===== src/rtl/bus_downsizer_pkg.sv =====
// Shared constants, lane mapping helpers and state type for the 128->32 bit Wishbone downsizer.
package bus_downsizer_pkg;

    localparam int unsigned LANES  = 4;
    localparam int unsigned LANE_W = 32;
    localparam int unsigned SEL_W  = 4;

    typedef enum logic [1:0] {StIdle, StIssue, StWait, StDone} state_e;

    // Lane 0 is the most-significant word, so the slice base is (3 - lane) * width.
    function automatic logic [6:0] lane_data_lsb(input logic [1:0] lane);
        return {~lane, 5'b0};
    endfunction

    function automatic logic [3:0] lane_sel_lsb(input logic [1:0] lane);
        return {~lane, 2'b0};
    endfunction

endpackage


===== src/rtl/bus_downsizer_lanepick.sv =====
// Picks the lowest-numbered lane still set in a lane mask; flags when none remain.
module bus_downsizer_lanepick
    import bus_downsizer_pkg::*;
(
    input  logic [LANES-1:0] mask_i,
    output logic [1:0]       lane_o,
    output logic             none_o
);

    always_comb begin
        lane_o = 2'd0;
        none_o = 1'b1;
        for (int i = 0; i < int'(LANES); i++) begin
            if (mask_i[i] && none_o) begin
                lane_o = 2'(i);
                none_o = 1'b0;
            end
        end
    end

endmodule


===== src/rtl/bus_downsizer.sv =====
// Wishbone pipelined bridge: splits one 128-bit request into up to four 32-bit requests
// and assembles the narrow replies into a single wide ack.
module bus_downsizer
    import bus_downsizer_pkg::*;
#(
    parameter int unsigned AWIN  = 28,
    parameter int unsigned DWIN  = 128,
    parameter int unsigned DWOUT = 32,
    parameter int unsigned AWOUT = AWIN + 2
) (
    input  logic              i_clk,
    input  logic              i_reset,
    input  logic              i_s_cyc,
    input  logic              i_s_stb,
    input  logic              i_s_we,
    input  logic [AWIN-1:0]   i_s_addr,
    input  logic [DWIN-1:0]   i_s_data,
    input  logic [DWIN/8-1:0] i_s_sel,
    output logic              o_s_ack,
    output logic              o_s_stall,
    output logic [DWIN-1:0]   o_s_data,
    output logic              o_s_err,
    output logic              o_m_cyc,
    output logic              o_m_stb,
    output logic              o_m_we,
    output logic [AWOUT-1:0]  o_m_addr,
    output logic [DWOUT-1:0]  o_m_data,
    output logic [SEL_W-1:0]  o_m_sel,
    input  logic              i_m_ack,
    input  logic              i_m_stall,
    input  logic [DWOUT-1:0]  i_m_data,
    input  logic              i_m_err
);

    state_e              state_q, state_d;
    logic                we_q, we_d;
    logic [AWIN-1:0]     addr_q, addr_d;
    logic [DWIN-1:0]     data_q, data_d;
    logic [DWIN/8-1:0]   sel_q, sel_d;
    logic [LANES-1:0]    issue_mask_q, issue_mask_d;
    logic [LANES-1:0]    ack_mask_q, ack_mask_d;
    logic [2:0]          issue_cnt_q, issue_cnt_d;
    logic [2:0]          ack_cnt_q, ack_cnt_d;
    logic [2:0]          n_act_q, n_act_d;
    logic [DWIN-1:0]     s_data_q, s_data_d;
    logic                err_q, err_d;

    logic [LANES-1:0]    act_mask;
    logic [2:0]          act_cnt;
    logic [1:0]          issue_lane, ack_lane;
    logic                issue_none, ack_none;
    logic                busy, accept, m_stb, issue_fire, ack_fire;

    bus_downsizer_lanepick u_issue_pick (
        .mask_i (issue_mask_q),
        .lane_o (issue_lane),
        .none_o (issue_none)
    );

    // Acks complete in issue order, so the oldest unacked lane receives the data.
    bus_downsizer_lanepick u_ack_pick (
        .mask_i (ack_mask_q),
        .lane_o (ack_lane),
        .none_o (ack_none)
    );

    always_comb begin
        act_mask = '0;
        act_cnt  = '0;
        for (int k = 0; k < int'(LANES); k++) begin
            act_mask[k] = |i_s_sel[lane_sel_lsb(2'(k)) +: SEL_W];
            act_cnt     = act_cnt + {2'b0, act_mask[k]};
        end
    end

    assign busy       = (state_q == StIssue) || (state_q == StWait);
    assign accept     = ((state_q == StIdle) || (state_q == StDone)) && i_s_cyc && i_s_stb;
    assign m_stb      = (state_q == StIssue) && !issue_none;
    assign issue_fire = m_stb && !i_m_stall;
    assign ack_fire   = busy && i_m_ack && !ack_none;

    always_comb begin
        state_d      = state_q;
        we_d         = we_q;
        addr_d       = addr_q;
        data_d       = data_q;
        sel_d        = sel_q;
        issue_mask_d = issue_mask_q;
        ack_mask_d   = ack_mask_q;
        issue_cnt_d  = issue_cnt_q;
        ack_cnt_d    = ack_cnt_q;
        n_act_d      = n_act_q;
        s_data_d     = s_data_q;
        err_d        = 1'b0;

        unique case (state_q)
            StIdle, StDone: begin
                state_d = StIdle;
                if (accept) begin
                    we_d         = i_s_we;
                    addr_d       = i_s_addr;
                    data_d       = i_s_data;
                    sel_d        = i_s_sel;
                    issue_mask_d = act_mask;
                    ack_mask_d   = act_mask;
                    issue_cnt_d  = '0;
                    ack_cnt_d    = '0;
                    n_act_d      = act_cnt;
                    s_data_d     = '0;
                    state_d      = (act_mask == '0) ? StDone : StIssue;
                end
            end
            StIssue, StWait: begin
                if (!i_s_cyc) begin
                    state_d = StIdle;
                end else if (i_m_err) begin
                    err_d   = 1'b1;
                    state_d = StIdle;
                end else begin
                    if (ack_fire) begin
                        s_data_d[lane_data_lsb(ack_lane) +: LANE_W] = i_m_data;
                        ack_mask_d[ack_lane] = 1'b0;
                        ack_cnt_d            = ack_cnt_q + 3'd1;
                    end
                    if (issue_fire) begin
                        issue_mask_d[issue_lane] = 1'b0;
                        issue_cnt_d              = issue_cnt_q + 3'd1;
                    end
                    if (issue_cnt_d == n_act_q) begin
                        state_d = (ack_cnt_d == n_act_q) ? StDone : StWait;
                    end
                end
            end
            default: state_d = StIdle;
        endcase
    end

    always_ff @(posedge i_clk) begin
        if (i_reset) begin
            state_q      <= StIdle;
            we_q         <= 1'b0;
            addr_q       <= '0;
            data_q       <= '0;
            sel_q        <= '0;
            issue_mask_q <= '0;
            ack_mask_q   <= '0;
            issue_cnt_q  <= '0;
            ack_cnt_q    <= '0;
            n_act_q      <= '0;
            s_data_q     <= '0;
            err_q        <= 1'b0;
        end else begin
            state_q      <= state_d;
            we_q         <= we_d;
            addr_q       <= addr_d;
            data_q       <= data_d;
            sel_q        <= sel_d;
            issue_mask_q <= issue_mask_d;
            ack_mask_q   <= ack_mask_d;
            issue_cnt_q  <= issue_cnt_d;
            ack_cnt_q    <= ack_cnt_d;
            n_act_q      <= n_act_d;
            s_data_q     <= s_data_d;
            err_q        <= err_d;
        end
    end

    assign o_s_ack   = (state_q == StDone);
    assign o_s_stall = busy;
    assign o_s_data  = s_data_q;
    assign o_s_err   = err_q;
    assign o_m_cyc   = busy;
    assign o_m_stb   = m_stb;
    assign o_m_we    = busy && we_q;
    assign o_m_addr  = m_stb ? {addr_q, issue_lane} : '0;
    assign o_m_data  = m_stb ? data_q[lane_data_lsb(issue_lane) +: LANE_W] : '0;
    assign o_m_sel   = m_stb ? sel_q[lane_sel_lsb(issue_lane) +: SEL_W] : '0;

endmodule


===== config.mk =====
export PLATFORM = sky130hd
export DESIGN_NAME = bus_downsizer
export DESIGN_NICKNAME = d
export VERILOG_FILES = /design/src/rtl/bus_downsizer_pkg.sv /design/src/rtl/bus_downsizer_lanepick.sv /design/src/rtl/bus_downsizer.sv
export SDC_FILE = /design/constraint.sdc
export NUM_CORES = 1
export LEC_CHECK = 0
export BUFFER_PORTS_ARGS = -buffer_cell sky130_fd_sc_hd__buf_2
export CORE_ASPECT_RATIO = 0.5
export CORE_UTILIZATION = 55
export DETAILED_ROUTE_END_ITERATION = 8
export PLACE_DENSITY = 0.86
export SYNTH_ARGS = -nofsm -noshare
export SYNTH_HDL_FRONTEND = slang
export SYNTH_SLANG_ARGS = --single-unit

===== constraint.sdc =====
create_clock -name i_clk -period 4.8 [get_ports i_clk]
set_input_delay 1.44 -clock i_clk [delete_from_list [all_inputs] [get_ports i_clk]]
set_output_delay 1.44 -clock i_clk [all_outputs]
set_load 0.01 [all_outputs]

==> metrics.cfg <==
[power]
combPwrFrac_pct = 10.5
p_int_mw = 4.04
leakage_nw = 6.45
vdd_ir_drop_max_mv = 0.281
p_sw_share_pct = 25.8
seqPwrFrac_pct = 51.3
p_sw_mw = 1.41
p_per_area_nw_per_um2 = 346
clockPowerShare_pct = 38.3

[cells_and_area]
nets = 2199
post-route-util_pct = 70.9
finalNonFillerCells = 2293
drive_above_1_share_pct = 24.6
layout-area-overhead-vs-synth_pct = 23.1

[worst_setup_path]
worstSetupPathType = flip-flop to output port
rr_worst_depth = 7
critPathMaxFanout = 38
cp.required_ps = 3360
rr_startpoint = state_q[1]
arrival_ps = 2620
crit_path_start_kind = flip-flop
cp-end-kind = output port
startpoint = issue_mask_q[0]

[floorplan]
initial_core_util_pct = 57.6
coreArea_sq_um = 22200
row_count = 38
die-area_sq_um = 23900
pin_count = 412
die_w_microns = 218
die_y_microns = 110

[yosys]
syn_area_sq_um = 12800
yosysSeqAreaShare_pct = 50.3
synth_top_area_share_pct = 50.3
synth_common_cells = nand2_1, a21oi_1, dfxtp_1, nand3_1, clkbuf_1
synthAdderAreaFrac_pct = 1.63
synth_top_family_by_area = simple AND/OR/NAND/NOR gates
synth_area_leaders = dfxtp_1, nand2_1, a21oi_1
syn_nets = 1886
yosysTopAreaCell = dfxtp_1
ys_async_sr_fraction_pct = 0
ys.flop_type = dfxtp_1
muxShareOfSynthArea_pct = 0.157
netlist_instances = 1658
ys.warnings.count = 0
yosys.area_share.xor_xnor_pct = 0.685
synth-simple-area-share_pct = 24.3
synth_edf_count = 0
synth_compound_area_share_pct = 18.2
postSynthAreaPerCell_sq_um = 7.71
ys_ff_latch = 321
synth.most_common_cell = nand2_1
ys_types = 43

[timing]
skew_ps = 8.60
fmax_mhz = 246
finalSetupTns_ps = 0
max-slew-margin-rel_pct = 16.6
rsz0062_at_grt = false
worstMarginPinSlew_ps = 1250
layout_min_cycle_time_ps = 4060
maxSlewViolCount = 0
whs_ps = 448
finalCritPeriodShare_pct = 84.5
finalSetupViolations = 0
finalWorstSetupSlack_ps = 742
hold_violations = 0

[global_route]
grt_first_pass_wirelength_microns = 59800
grt.total_usage_pct = 31.2
grt_max_degree = 113
grt_pass1_vias = 11613
overflow = 0
grt_antenna_before_repair = 4

[min_path]
hold_path_class = flip-flop to flip-flop
whs_path_depth = 2
min-delay-start = o_s_data[9]

[detailed_routing]
antenna_left = 0
drc = 0
finalWirelength_microns = 39500
avgRoutedWirePerCell_microns = 17.2
viasPerCell = 5.63
via_count = 12905
drt_first_iter_violations = 1503
dr.pass1.iters = 9

[clocking]
clk_path_buf_depth = 3
cts_buffers = 27
clock-sinks = 321
cts_root_buf = clkbuf_16
h-tree-depth = 1
path_clk_slew_ps = 70
post_cts_buffers = 0
worstSkewPairLatency_ps = 540
cts_hold_buf = 0
cts_tree = yes
cts_resized = 0

[placed_design]
preCtsSetupSlack_ps = 1300
place_inst = 2242
portBuffers = 411
gp_congestion = 0.873
dp_hpwl_microns = 26300

[job]
maxCapViolCount = 0

[status]
status = completed

==> state kept, by name, indices dropped and copies added (netlist names), 4 cells and up <==
register	flops
ack_mask_q	4
addr_q	28
sel_q	16
data_q	128
o_s_data	128
issue_mask_q	4
==> worst max-delay path, stage by stage (launching register included) <==
cell	delay (ps)
dfxtp_1	510
nor2_1	110
and2_2	470
nor3_4	230
buf_4	300
nand2_1	80
a21oi_1	200
buf_2	170
==> power groups by stage <==
stage / sequential, mW / combinational [mW] / clock (mW)
floorplan: 2.84 / 0.340 / 0
global placement: 2.85 / 0.553 / 0
detailed placement: 2.85 / 0.559 / 0
CTS: 2.79 / 0.563 / 2.11
global route: 2.80 / 0.621 / 2.22
finish: 2.79 / 0.569 / 2.09
==> through the flow <==
step	area [sq um]	total power [mW]
6_report	15700	5.45
2_1_floorplan	12800	3.18
3_3_place_gp	14900	3.40
5_1_grt	15700	5.64
4_1_cts	15700	5.47
3_5_place_dp	14900	3.41
==> final timing paths <==
path	to	slack [ps]
max	o_m_data[14]	740
min	o_s_data[9]	450
max reg2reg	o_s_data[21]	1420
min reg2reg	o_s_data[9]	450
==> placed cells by master (no fill, tap or decap), types with 15 or more instances in the layout <==
cell	instances
a21oi_1	358
a222oi_1	36
and2_1	30
buf_2	410
buf_4	15
clkbuf_16	27
dfxtp_1	321
ha_1	15
nand2_1	523
nand3_1	130
nor2_1	20
==> cell type report <==
class,count,area [sq um]
diodes,4,10.0
clock buffers,38,767
clock inverters,9,55.1
fillers,1846,6470
inverters,9,33.8
multi-input cells,1182,5810
flip-flops and latches,321,6430
well taps,300,375
repair buffers,430,2260
==> per-layer routing <==
metal,share of wire (%),global-route usage [%],vias up
met4,2.9,10.5,2
met2,48,53.0,600
met1,40,39.0,6004
li1,-,-,6203
met5,0.018,0,-
met3,9.4,7.97,96
==> cells by family (layout without fill, tap and decap cells) <==
kind of cell,Yosys count,in the layout
AOI/OAI and AO/OA,415,415
xor gates and xnor gates,10,10
adders and majority gates,16,16
buffers and inverters,155,486
DFF,321,321
muxes,2,2
other,0,4
and+or+nand+nor,739,739
No activity file was read; power rests on OpenSTA's default activity.
